--- config.mk ---
export PLATFORM = sky130hd
export DESIGN_NAME = dd_n_way
export DESIGN_NICKNAME = d
export VERILOG_FILES = /design/src/rtl/dd_n_way.sv
export SDC_FILE = /design/constraint.sdc
export NUM_CORES = 1
export LEC_CHECK = 0
export BUFFER_PORTS_ARGS = -buffer_cell sky130_fd_sc_hd__clkbuf_2
export CORE_ASPECT_RATIO = 0.6
export CORE_UTILIZATION = 52
export DETAILED_ROUTE_END_ITERATION = 8
export PLACE_DENSITY = 0.75
export SLEW_MARGIN = 20
export SYNTH_ARGS = -nofsm -noshare
export SYNTH_HDL_FRONTEND = slang
export SYNTH_SLANG_ARGS = --single-unit
--- constraint.sdc ---
create_clock -name clk -period 3.9 [get_ports clk]
set_clock_uncertainty 0.2 [all_clocks]
set_input_delay 0.585 -clock clk [delete_from_list [all_inputs] [get_ports clk]]
set_output_delay 0.585 -clock clk [all_outputs]
set_load 0.005 [all_outputs]
--- src/rtl/dd_n_way.sv ---
// dd_n_way: radix demultiplexer stage of the partitioned hash join.
// NUM_IN independent input streams are routed to 2**RADIX_BITS outputs by a
// field of the hash digest. Each output owns a round-robin arbiter and a small
// FIFO, so a stalled output only ever blocks the inputs that target it.
module dd_n_way #(
   parameter int unsigned INPUT_SIZE   = 64,
   parameter int unsigned TAG_WIDTH    = 32,
   parameter int unsigned NUM_IN       = 2,
   parameter int unsigned RADIX_BITS   = 1,
   parameter int unsigned DECISION_LSB = 0,
   parameter int unsigned FIFO_DEPTH   = 4
) (
   input  logic                                               clk,
   input  logic                                               resetn,
   input  logic [NUM_IN*INPUT_SIZE-1:0]                       in_data,
   input  logic [NUM_IN*TAG_WIDTH-1:0]                        in_tag,
   input  logic [NUM_IN-1:0]                                  in_valid,
   output logic [NUM_IN-1:0]                                  in_ready,
   output logic [(2**RADIX_BITS)*INPUT_SIZE-1:0]              out_data,
   output logic [(2**RADIX_BITS)*TAG_WIDTH-1:0]               out_tag,
   output logic [(2**RADIX_BITS)-1:0]                         out_valid,
   input  logic [(2**RADIX_BITS)-1:0]                         out_ready,
   output logic [(2**RADIX_BITS)*$clog2(FIFO_DEPTH+1)-1:0]    out_count
);

   localparam int unsigned NUM_OUT = 2 ** RADIX_BITS;
   localparam int unsigned CNT_W   = $clog2(FIFO_DEPTH + 1);
   localparam int unsigned PTR_W   = $clog2(FIFO_DEPTH);
   localparam int unsigned SEL_W   = (NUM_IN > 1) ? $clog2(NUM_IN) : 1;

   // Per-output FIFO storage and bookkeeping
   logic [INPUT_SIZE-1:0] r_mem_data [NUM_OUT][FIFO_DEPTH];
   logic [TAG_WIDTH-1:0]  r_mem_tag  [NUM_OUT][FIFO_DEPTH];
   logic [PTR_W-1:0]      r_wptr     [NUM_OUT];
   logic [PTR_W-1:0]      r_rptr     [NUM_OUT];
   logic [CNT_W-1:0]      r_count    [NUM_OUT];
   // Round-robin pointer per output: the input index searched first
   logic [SEL_W-1:0]      r_rr       [NUM_OUT];

   logic [RADIX_BITS-1:0] w_dest      [NUM_IN];
   logic [SEL_W-1:0]      w_win       [NUM_OUT];
   logic [SEL_W-1:0]      w_rr_next   [NUM_OUT];
   logic [INPUT_SIZE-1:0] w_push_data [NUM_OUT];
   logic [TAG_WIDTH-1:0]  w_push_tag  [NUM_OUT];
   logic [NUM_IN-1:0]     w_grant;
   logic [NUM_OUT-1:0]    w_push;
   logic [NUM_OUT-1:0]    w_pop;
   logic [NUM_OUT-1:0]    w_full;
   logic [NUM_OUT-1:0]    w_nonempty;

   // Extract the destination field of every input tuple
   always_comb begin
      for (int unsigned i = 0; i < NUM_IN; i++) begin
         w_dest[i] = in_data[i*INPUT_SIZE + DECISION_LSB +: RADIX_BITS];
      end
   end

   // FIFO status flags; readiness looks at the full flag only, never at a pop
   always_comb begin
      for (int unsigned j = 0; j < NUM_OUT; j++) begin
         w_full[j]     = (r_count[j] == CNT_W'(FIFO_DEPTH));
         w_nonempty[j] = (r_count[j] != '0);
         w_pop[j]      = w_nonempty[j] & out_ready[j];
      end
   end

   // Per-output round-robin arbitration over the inputs that target it
   always_comb begin
      int unsigned idx;
      idx     = 0;
      w_grant = '0;
      w_push  = '0;
      for (int unsigned j = 0; j < NUM_OUT; j++) begin
         w_win[j]     = '0;
         w_rr_next[j] = r_rr[j];
      end
      for (int unsigned j = 0; j < NUM_OUT; j++) begin
         for (int unsigned k = 0; k < NUM_IN; k++) begin
            idx = 32'(r_rr[j]) + k;
            if (idx >= NUM_IN) begin
               idx = idx - NUM_IN;
            end
            if (!w_full[j] && !w_push[j] && in_valid[idx] &&
                (w_dest[idx] == RADIX_BITS'(j))) begin
               w_push[j]    = 1'b1;
               w_win[j]     = SEL_W'(idx);
               w_grant[idx] = 1'b1;
               w_rr_next[j] = (idx == NUM_IN - 1) ? '0 : SEL_W'(idx + 1);
            end
         end
      end
   end

   // Select the winning tuple for each output's push port
   always_comb begin
      for (int unsigned j = 0; j < NUM_OUT; j++) begin
         w_push_data[j] = in_data[32'(w_win[j])*INPUT_SIZE +: INPUT_SIZE];
         w_push_tag[j]  = in_tag[32'(w_win[j])*TAG_WIDTH +: TAG_WIDTH];
      end
   end

   // Handshake back to the inputs; held low while reset is asserted
   always_comb begin
      in_ready = resetn ? '0 : w_grant;
   end

   // FIFO payload storage; contents need no reset because the head is gated by valid
   always_ff @(posedge clk) begin
      for (int unsigned j = 0; j < NUM_OUT; j++) begin
         if (!resetn && w_push[j]) begin
            r_mem_data[j][r_wptr[j]] <= w_push_data[j];
            r_mem_tag[j][r_wptr[j]]  <= w_push_tag[j];
         end
      end
   end

   // FIFO pointers, occupancy and arbiter pointers
   always_ff @(posedge clk) begin
      for (int unsigned j = 0; j < NUM_OUT; j++) begin
         if (resetn) begin
            r_wptr[j]  <= '0;
            r_rptr[j]  <= '0;
            r_count[j] <= '0;
            r_rr[j]    <= '0;
         end else begin
            if (w_push[j]) begin
               r_wptr[j] <= r_wptr[j] + PTR_W'(1);
            end
            if (w_pop[j]) begin
               r_rptr[j] <= r_rptr[j] + PTR_W'(1);
            end
            case ({w_push[j], w_pop[j]})
               2'b10:   r_count[j] <= r_count[j] + CNT_W'(1);
               2'b01:   r_count[j] <= r_count[j] - CNT_W'(1);
               default: r_count[j] <= r_count[j];
            endcase
            r_rr[j] <= w_rr_next[j];
         end
      end
   end

   // Present FIFO heads; data and tag read as zero while the FIFO is empty
   always_comb begin
      for (int unsigned j = 0; j < NUM_OUT; j++) begin
         out_valid[j]                          = w_nonempty[j];
         out_data[j*INPUT_SIZE +: INPUT_SIZE]  = w_nonempty[j] ? r_mem_data[j][r_rptr[j]] : '0;
         out_tag[j*TAG_WIDTH +: TAG_WIDTH]     = w_nonempty[j] ? r_mem_tag[j][r_rptr[j]] : '0;
         out_count[j*CNT_W +: CNT_W]           = r_count[j];
      end
   end

endmodule

==> summary.txt, run 1 <==
Drt
  – WL final: 73800 um
  – Starting DRT DRC Count: between 1500 and 2000
  – Vias post-DR: 16600
  – TritonRoute pass-1 iters: 5
  – Remaining DRCs: 0
  – DRT antenna net count: 0
  – DR vias/cell: around 5.8
  – Routed WL per cell: 25.9 um

Power
  – Leak: approximately 13 nW
  – Pwr dens: 550 mW/mm^2
  – Max VDD drop: roughly 330 uV

Worst setup path
  – R2R depth: 6
  – Reg2Reg Setup Slack: between 700 and 800 ps
  – Critical R2R Capture: r_mem_tag[0][35]
  – WP data required: about 3100 ps
  – Setup CP Type: register to output pin
  – Cells along the critical path: inv_1 > ha_1 > nand2b_4 > buf_4 > and2_1 > clkbuf_2
  – Top delay family on crit path: simple AND/OR/NAND/NOR gates
  – Levels on crit path: 6
  – Worst path buffer plus inverter count: 3
  – CP max stage cell: nand2b_4
  – Max Fanout on Critical Path: between 60 and 70
  – Slowest cell delay on critical path: about 530 ps
  – CP endpoint kind: output pin
  – Worst R2R Start: r_count[0][0]
  – Startpoint Class: register
  – Crit path DAT: around 2800 ps

Floorplan
  – Rows: 70
  – Starting Density: 0.531
  – Full die area: 0.0637 sq mm
  – # IOs: 400
  – Die width: ~330 um
  – Die Ht: around 200 um
  – Core region area: roughly 0.06 sq mm

GRT
  – Largest net degree at the start of global routing: a little under 100
  – Initial antenna violation count: 2
  – Congestion Overflow GR: 0
  – Number of global-route vias before repair: approximately 17000
  – Wire length of the first global-routing pass: between 100000 and 150000 um
  – GRT Resource Usage Total: 0.234

Job
  – Max Cap Viol: 0

Placement
  – GP Congestion: a little over 0.8
  – Detail Placement HPWL: around 46000 um
  – Placed Area: 0.0357 sq mm
  – Port Buffer Count: between 300 and 400
  – Pre-CTS setup slack: between 700 and 800 ps

Logic synthesis
  – Seq/Total Area, Yosys: 0.722
  – Most frequent cell after synthesis: edfxtp_1
  – Syn nets: roughly 1800
  – Synth cell types: about 40
  – Mapped Cells: roughly 1600
  – Post-synth EDFFs: 782
  – Area contributors post-synth: edfxtp_1 (72%), mux4_2 (13%), mux2_2 (5.3%)
  – Mean Syn Cell Area: approximately 21 sq um
  – Synth cell count leaders: edfxtp_1 (782), and2_1 (204), mux4_2 (192)
  – Share of flip-flops with an asynchronous set or reset: 0
  – Dominant cell type by area after synthesis: edfxtp_1
  – Synth Warn #: 0
  – Yosys reg bits: between 700 and 800
  – Top_reg_cell synth: edfxtp_1
  – Mapped Area: roughly 0.033 sq mm
  – Yosys top cell area share: 0.721

Timing
  – Slew HR: 0.406
  – RSZ-0062 raised after global routing: false
  – Final setup fails: 0
  – Tmin final: roughly 3600 ps
  – Hold Slack: around 120 ps
  – Slew @ Worst Pin: ~900 ps
  – Post-Route Setup TNS: 0 ps
  – Maximum clock rate: ~280 MHz
  – Final WS setup: about 320 ps
  – Pins Over Slew Limit: 0
  – Final Hold Fails: 0
  – Tcrit/Tclk final: 0.919

Finish
  – Net count, final: between 2000 and 2500
  – Area grow syn2layout: 16.4%
  – Layout cells sized above 1: 0.459
  – # diodes: 0
  – Final instance area: around 0.038 sq mm

Worst hold path
  – Worst Min Path Start: in_data[28]
  – Hold Path End: r_mem_data[0][348]
  – WHS Path Cells: 2
  – Min-Delay Path Class: input pin to register

Clock network
  – Worst-path clk slew: ~70 ps
  – Num CTS Buffers: 70
  – Setup bufs post-CTS: 0
  – CTS tree: done
  – Hold Buf Count CTS: 0
  – Root buffer cell: clkbuf_16
  – Clk_lat worst skew: between 600 and 700 ps
  – CTS sink cnt: between 700 and 800
  – H-tree Lvls: 3
  – Post-cts sizing count: 0
  – Max Root-Sink Buffers: 3

Outcome
  – Status: finished clean
[cells in the final DEF (no fill, tap or decap), types with 3 or more instances in the layout]
| cell type | count |
|---|---|
| nor3_1 | 9 |
| clkbuf_2 | 399 |
| clkbuf_1 | 13 |
| a211oi_1 | 3 |
| and2_1 | 196 |
| clkinv_2 | 15 |
| buf_12 | 22 |
| and2_4 | 8 |
| clkinv_1 | 15 |
| clkbuf_16 | 72 |
| bufinv_16 | 7 |
| edfxtp_1 | 782 |
| nand2_1 | 13 |
| ha_1 | 15 |
| inv_6 | 3 |
| inv_1 | 13 |
| buf_4 | 11 |
| mux4_2 | 192 |
| a21oi_1 | 5 |
| o21ai_0 | 4 |
| mux2_4 | 39 |
| nor2_1 | 5 |
| mux2_2 | 152 |
| nor2b_1 | 4 |
[worst max path at each step]
stage                    endpoint          start
5_1_grt               out_tag[23]  r_count[0][0]
3_5_place_dp     r_mem_tag[0][38]     in_data[0]
3_3_place_gp     r_mem_tag[0][38]    in_data[64]
2_1_floorplan  r_mem_data[0][256]         resetn
4_1_cts               out_tag[23]  r_count[0][0]
6_report              out_tag[23]  r_count[0][0]
[metrics by stage]
step,cells,power [mW],utilization
after global routing,2854,21.6,0.618
final,2854,20.8,0.618
after CTS,2854,21.0,0.618
after floorplan,1556,12.5,-
after detailed placement,2728,14.3,0.581
after global placement,2728,14.2,0.581
[per-layer routing]
layer	wire [um]	share of wire	global-route usage	vias to the layer above
met5	13	0.00018	0	-
met4	1300	0.018	0.0529	2
met3	4880	0.066	0.0457	95
met2	36200	0.49	0.379	608
met1	31500	0.43	0.333	8796
li1	-	-	-	7115
[layout make-up]
type / instances / area (sq um)
clock buffer: 85 / 1850
clock inverter: 41 / 388
fill: 4267 / 23500
inverter: 14 / 52.6
multi-input combinational: 670 / 8550
sequential: 784 / 23500
tap: 828 / 1040
timing repair buffer: 432 / 2520
[sequential cells by signal, indices dropped and copies added, names as in the netlist]
register / count
r_rptr: 4
r_wptr: 4
r_count: 6
r_mem_tag: 256
r_rr: 2
r_mem_data: 512
[cells by family after synthesis]
logic type      after synthesis  synth area share
compound gates               20           0.00434
xor+xnor                      3          0.000807
fa+ha+maj                    16           0.00637
buf+inv                     102            0.0172
flops                       784             0.722
mux                         383             0.203
simple gates                248            0.0462
[power by group]
| part | internal, mW | leakage, nW | switching [mW] |
|---|---|---|---|
| clock network | 3.86 | 1.10 | 2.96 |
| registers | 9.79 | 7.12 | 0.109 |
| logic | 1.92 | 4.87 | 2.21 |
| total | 15.6 | 13.1 | 5.28 |
[worst register-to-register path, stage by stage (launching register included)]
cell and delay [ps]:
edfxtp_1 410, inv_1 80, ha_1 250, and2_1 190, a211oi_1 700, and2_4 550, buf_12 340
Power figures use the tool's default switching activity.
==> run 2: changes to the inputs <==
==> constraint.sdc (replaced) <==
create_clock -name clk -period 3.9 [get_ports clk]
set_clock_uncertainty 0.2 [all_clocks]
set_input_delay 0.78 -clock clk [delete_from_list [all_inputs] [get_ports clk]]
set_output_delay 0.78 -clock clk [all_outputs]
set_load 0.005 [all_outputs]
==> summary.txt, run 2 (same netlist as run 1, synthesis figures left out) <==
Outcome
  – Status: finished clean

Worst setup path
  – Crit path DAT: around 2600 ps
  – Startpoint Class: register
  – Critical R2R Capture: r_count[1][2]
  – WP data required: around 3000 ps
  – R2R depth: 9
  – Max Fanout on Critical Path: 57
  – Worst setup path end: out_data[36]
  – Setup CP Type: register to output pin
  – Reg2Reg Setup Slack: about 840 ps
  – Crit path from: r_count[0][0]
  – Slowest cell delay on critical path: 420 ps
  – CP max stage cell: nand2b_4
  – Worst R2R Start: r_count[1][0]
  – CP endpoint kind: output pin
  – Cells along the critical path: inv_1 > ha_1 > nand2b_4 > buf_12 > and2_1 > clkbuf_2

Finish
  – Commonest non-fill, non-tap cell in the layout: edfxtp_1
  – Net count, final: between 2000 and 2500
  – Area grow syn2layout: 16.2%
  – Most frequent cells in the layout: edfxtp_1 (782), clkbuf_2 (399), and2_1 (196)
  – Max reg flops: roughly 510
  – # diodes: 0
  – Layout cells sized above 1: 0.456

Floorplan
  – Die width: 325 um
  – Core region area: 0.0614 sq mm
  – Starting Density: 0.531
  – Rows: 70
  – # IOs: 400
  – Die Ht: around 200 um
  – Full die area: approximately 0.064 sq mm

Power
  – P_int: between 15 and 20 mW
  – Clock power frac: 0.321
  – Seq pwr share: 0.481
  – Overall power: roughly 20 mW
  – Max VDD drop: a little over 400 uV
  – Pwr dens: about 540 mW/mm^2
  – Leak: roughly 13 nW
  – Sw Ratio: 0.252
  – Comb pwr share: 0.198
  – Sw power: 5.19 mW

Drt
  – DR vias/cell: 5.83
  – DRT antenna net count: 0
  – Remaining DRCs: 0
  – TritonRoute pass-1 iters: 5
  – Routed WL per cell: 25.8 um
  – WL final: between 70000 and 80000 um
  – Vias post-DR: ~17000
  – Starting DRT DRC Count: approximately 1500

Timing
  – RSZ-0062 raised after global routing: false
  – Pins Over Slew Limit: 0
  – Maximum clock rate: between 200 and 300 MHz
  – Post-Route Setup TNS: 0 ps
  – Slew @ Worst Pin: approximately 710 ps
  – Slew HR: 0.526
  – Final WS setup: approximately 310 ps
  – Hold Slack: roughly 340 ps
  – Tcrit/Tclk final: 0.921
  – Final Hold Fails: 0
  – Final setup fails: 0
  – Tmin final: about 3600 ps

Placement
  – GP Congestion: between 0.7 and 0.8
  – Port Buffer Count: between 300 and 400
  – Detail Placement HPWL: about 46000 um
  – Pre-CTS setup slack: between 500 and 600 ps

Clock network
  – Max Root-Sink Buffers: 3
  – Num CTS Buffers: 70
  – Clk_lat worst skew: roughly 580 ps
  – Setup bufs post-CTS: 0
  – H-tree Lvls: 3
  – CTS sink cnt: 784
  – Post-cts sizing count: 0
  – Worst-path clk slew: about 60 ps
  – CTS tree: done
  – Hold Buf Count CTS: 0
  – Root buffer cell: clkbuf_16

GRT
  – Congestion Overflow GR: 0
  – Number of global-route vias before repair: between 15000 and 20000
  – Initial antenna violation count: 2
  – Wire length of the first global-routing pass: between 100000 and 150000 um
  – Largest net degree at the start of global routing: 67
  – GRT Resource Usage Total: 0.231

Job
  – Max Cap Viol: 0

Worst hold path
  – Min-Delay Path Class: input pin to register
[run 2: changes by cell type in the layout (fill, tap and decap cells not counted)]
cell | before | now
clkinv_8 | 1 | 0
clkbuf_16 | 72 | 71
bufinv_16 | 7 | 6
inv_8 | 0 | 1
clkinv_2 | 15 | 8
inv_6 | 3 | 1
clkinv_1 | 15 | 22
buf_12 | 22 | 24
clkbuf_1 | 13 | 8
clkinvlp_4 | 1 | 4
buf_4 | 11 | 8
[run 2: worst min-delay path by stage]
stage	cells after the start	startpoint	endpoint	slack [ps]
final	2	in_data[56]	r_mem_data[0][440]	340
after global routing	2	in_data[77]	r_mem_data[0][269]	320
after CTS	2	in_data[56]	r_mem_data[0][440]	300
after detailed placement	2	r_rr[1]	r_rr[1]	340
after global placement	2	r_rr[0]	r_rr[0]	320
after floorplan	2	r_rr[0]	r_rr[0]	280
[run 2: area by class of cell]
type | count | area (sq um)
Clock buffer | 79 | 1810
Clock inverter | 41 | 349
Fill cell | 4268 | 23500
Inverter | 14 | 52.6
Multi-Input combinational cell | 670 | 8550
Sequential cell | 784 | 23500
Tap cell | 828 | 1040
Timing Repair Buffer | 431 | 2540
[run 2: worst max-delay path: cells and delay by family, from the launching register on]
kind                       cells  cell delay (ps)
and+or+nand+nor                2              710
DFF                            1              410
buffers and inverters          3              580
adders and majority gates      1              260
[run 2: power by group through the flow]
stage | Sequential (mW) | Clock, mW | Combinational [mW]
after floorplan | 10.0 | 0 | 2.42
after global placement | 10.1 | 0 | 4.08
after detailed placement | 10.1 | 0 | 4.14
after CTS | 9.91 | 6.73 | 4.16
after global routing | 9.93 | 7.05 | 4.39
final | 9.91 | 6.62 | 4.08
[run 2: stage by stage]
| step | cell area, sq um | utilization | cells |
|---|---|---|---|
| 6_report | 37900 | 0.617 | 2847 |
| 5_1_grt | 37900 | 0.617 | 2847 |
| 4_1_cts | 37900 | 0.617 | 2847 |
| 3_3_place_gp | 35700 | 0.581 | 2727 |
| 2_1_floorplan | 32600 | - | 1556 |
| 3_5_place_dp | 35700 | 0.581 | 2727 |
[run 2: layer usage]
metal  share of wire  track usage  vias up  routed length (um)
met5         0.00033            0        -                  24
met2            0.51        0.388      666               37200
met4           0.017       0.0507        4                1220
met1            0.41        0.320     8717               30200
li1                -            -     7097                   -
met3           0.066       0.0405      103                4850
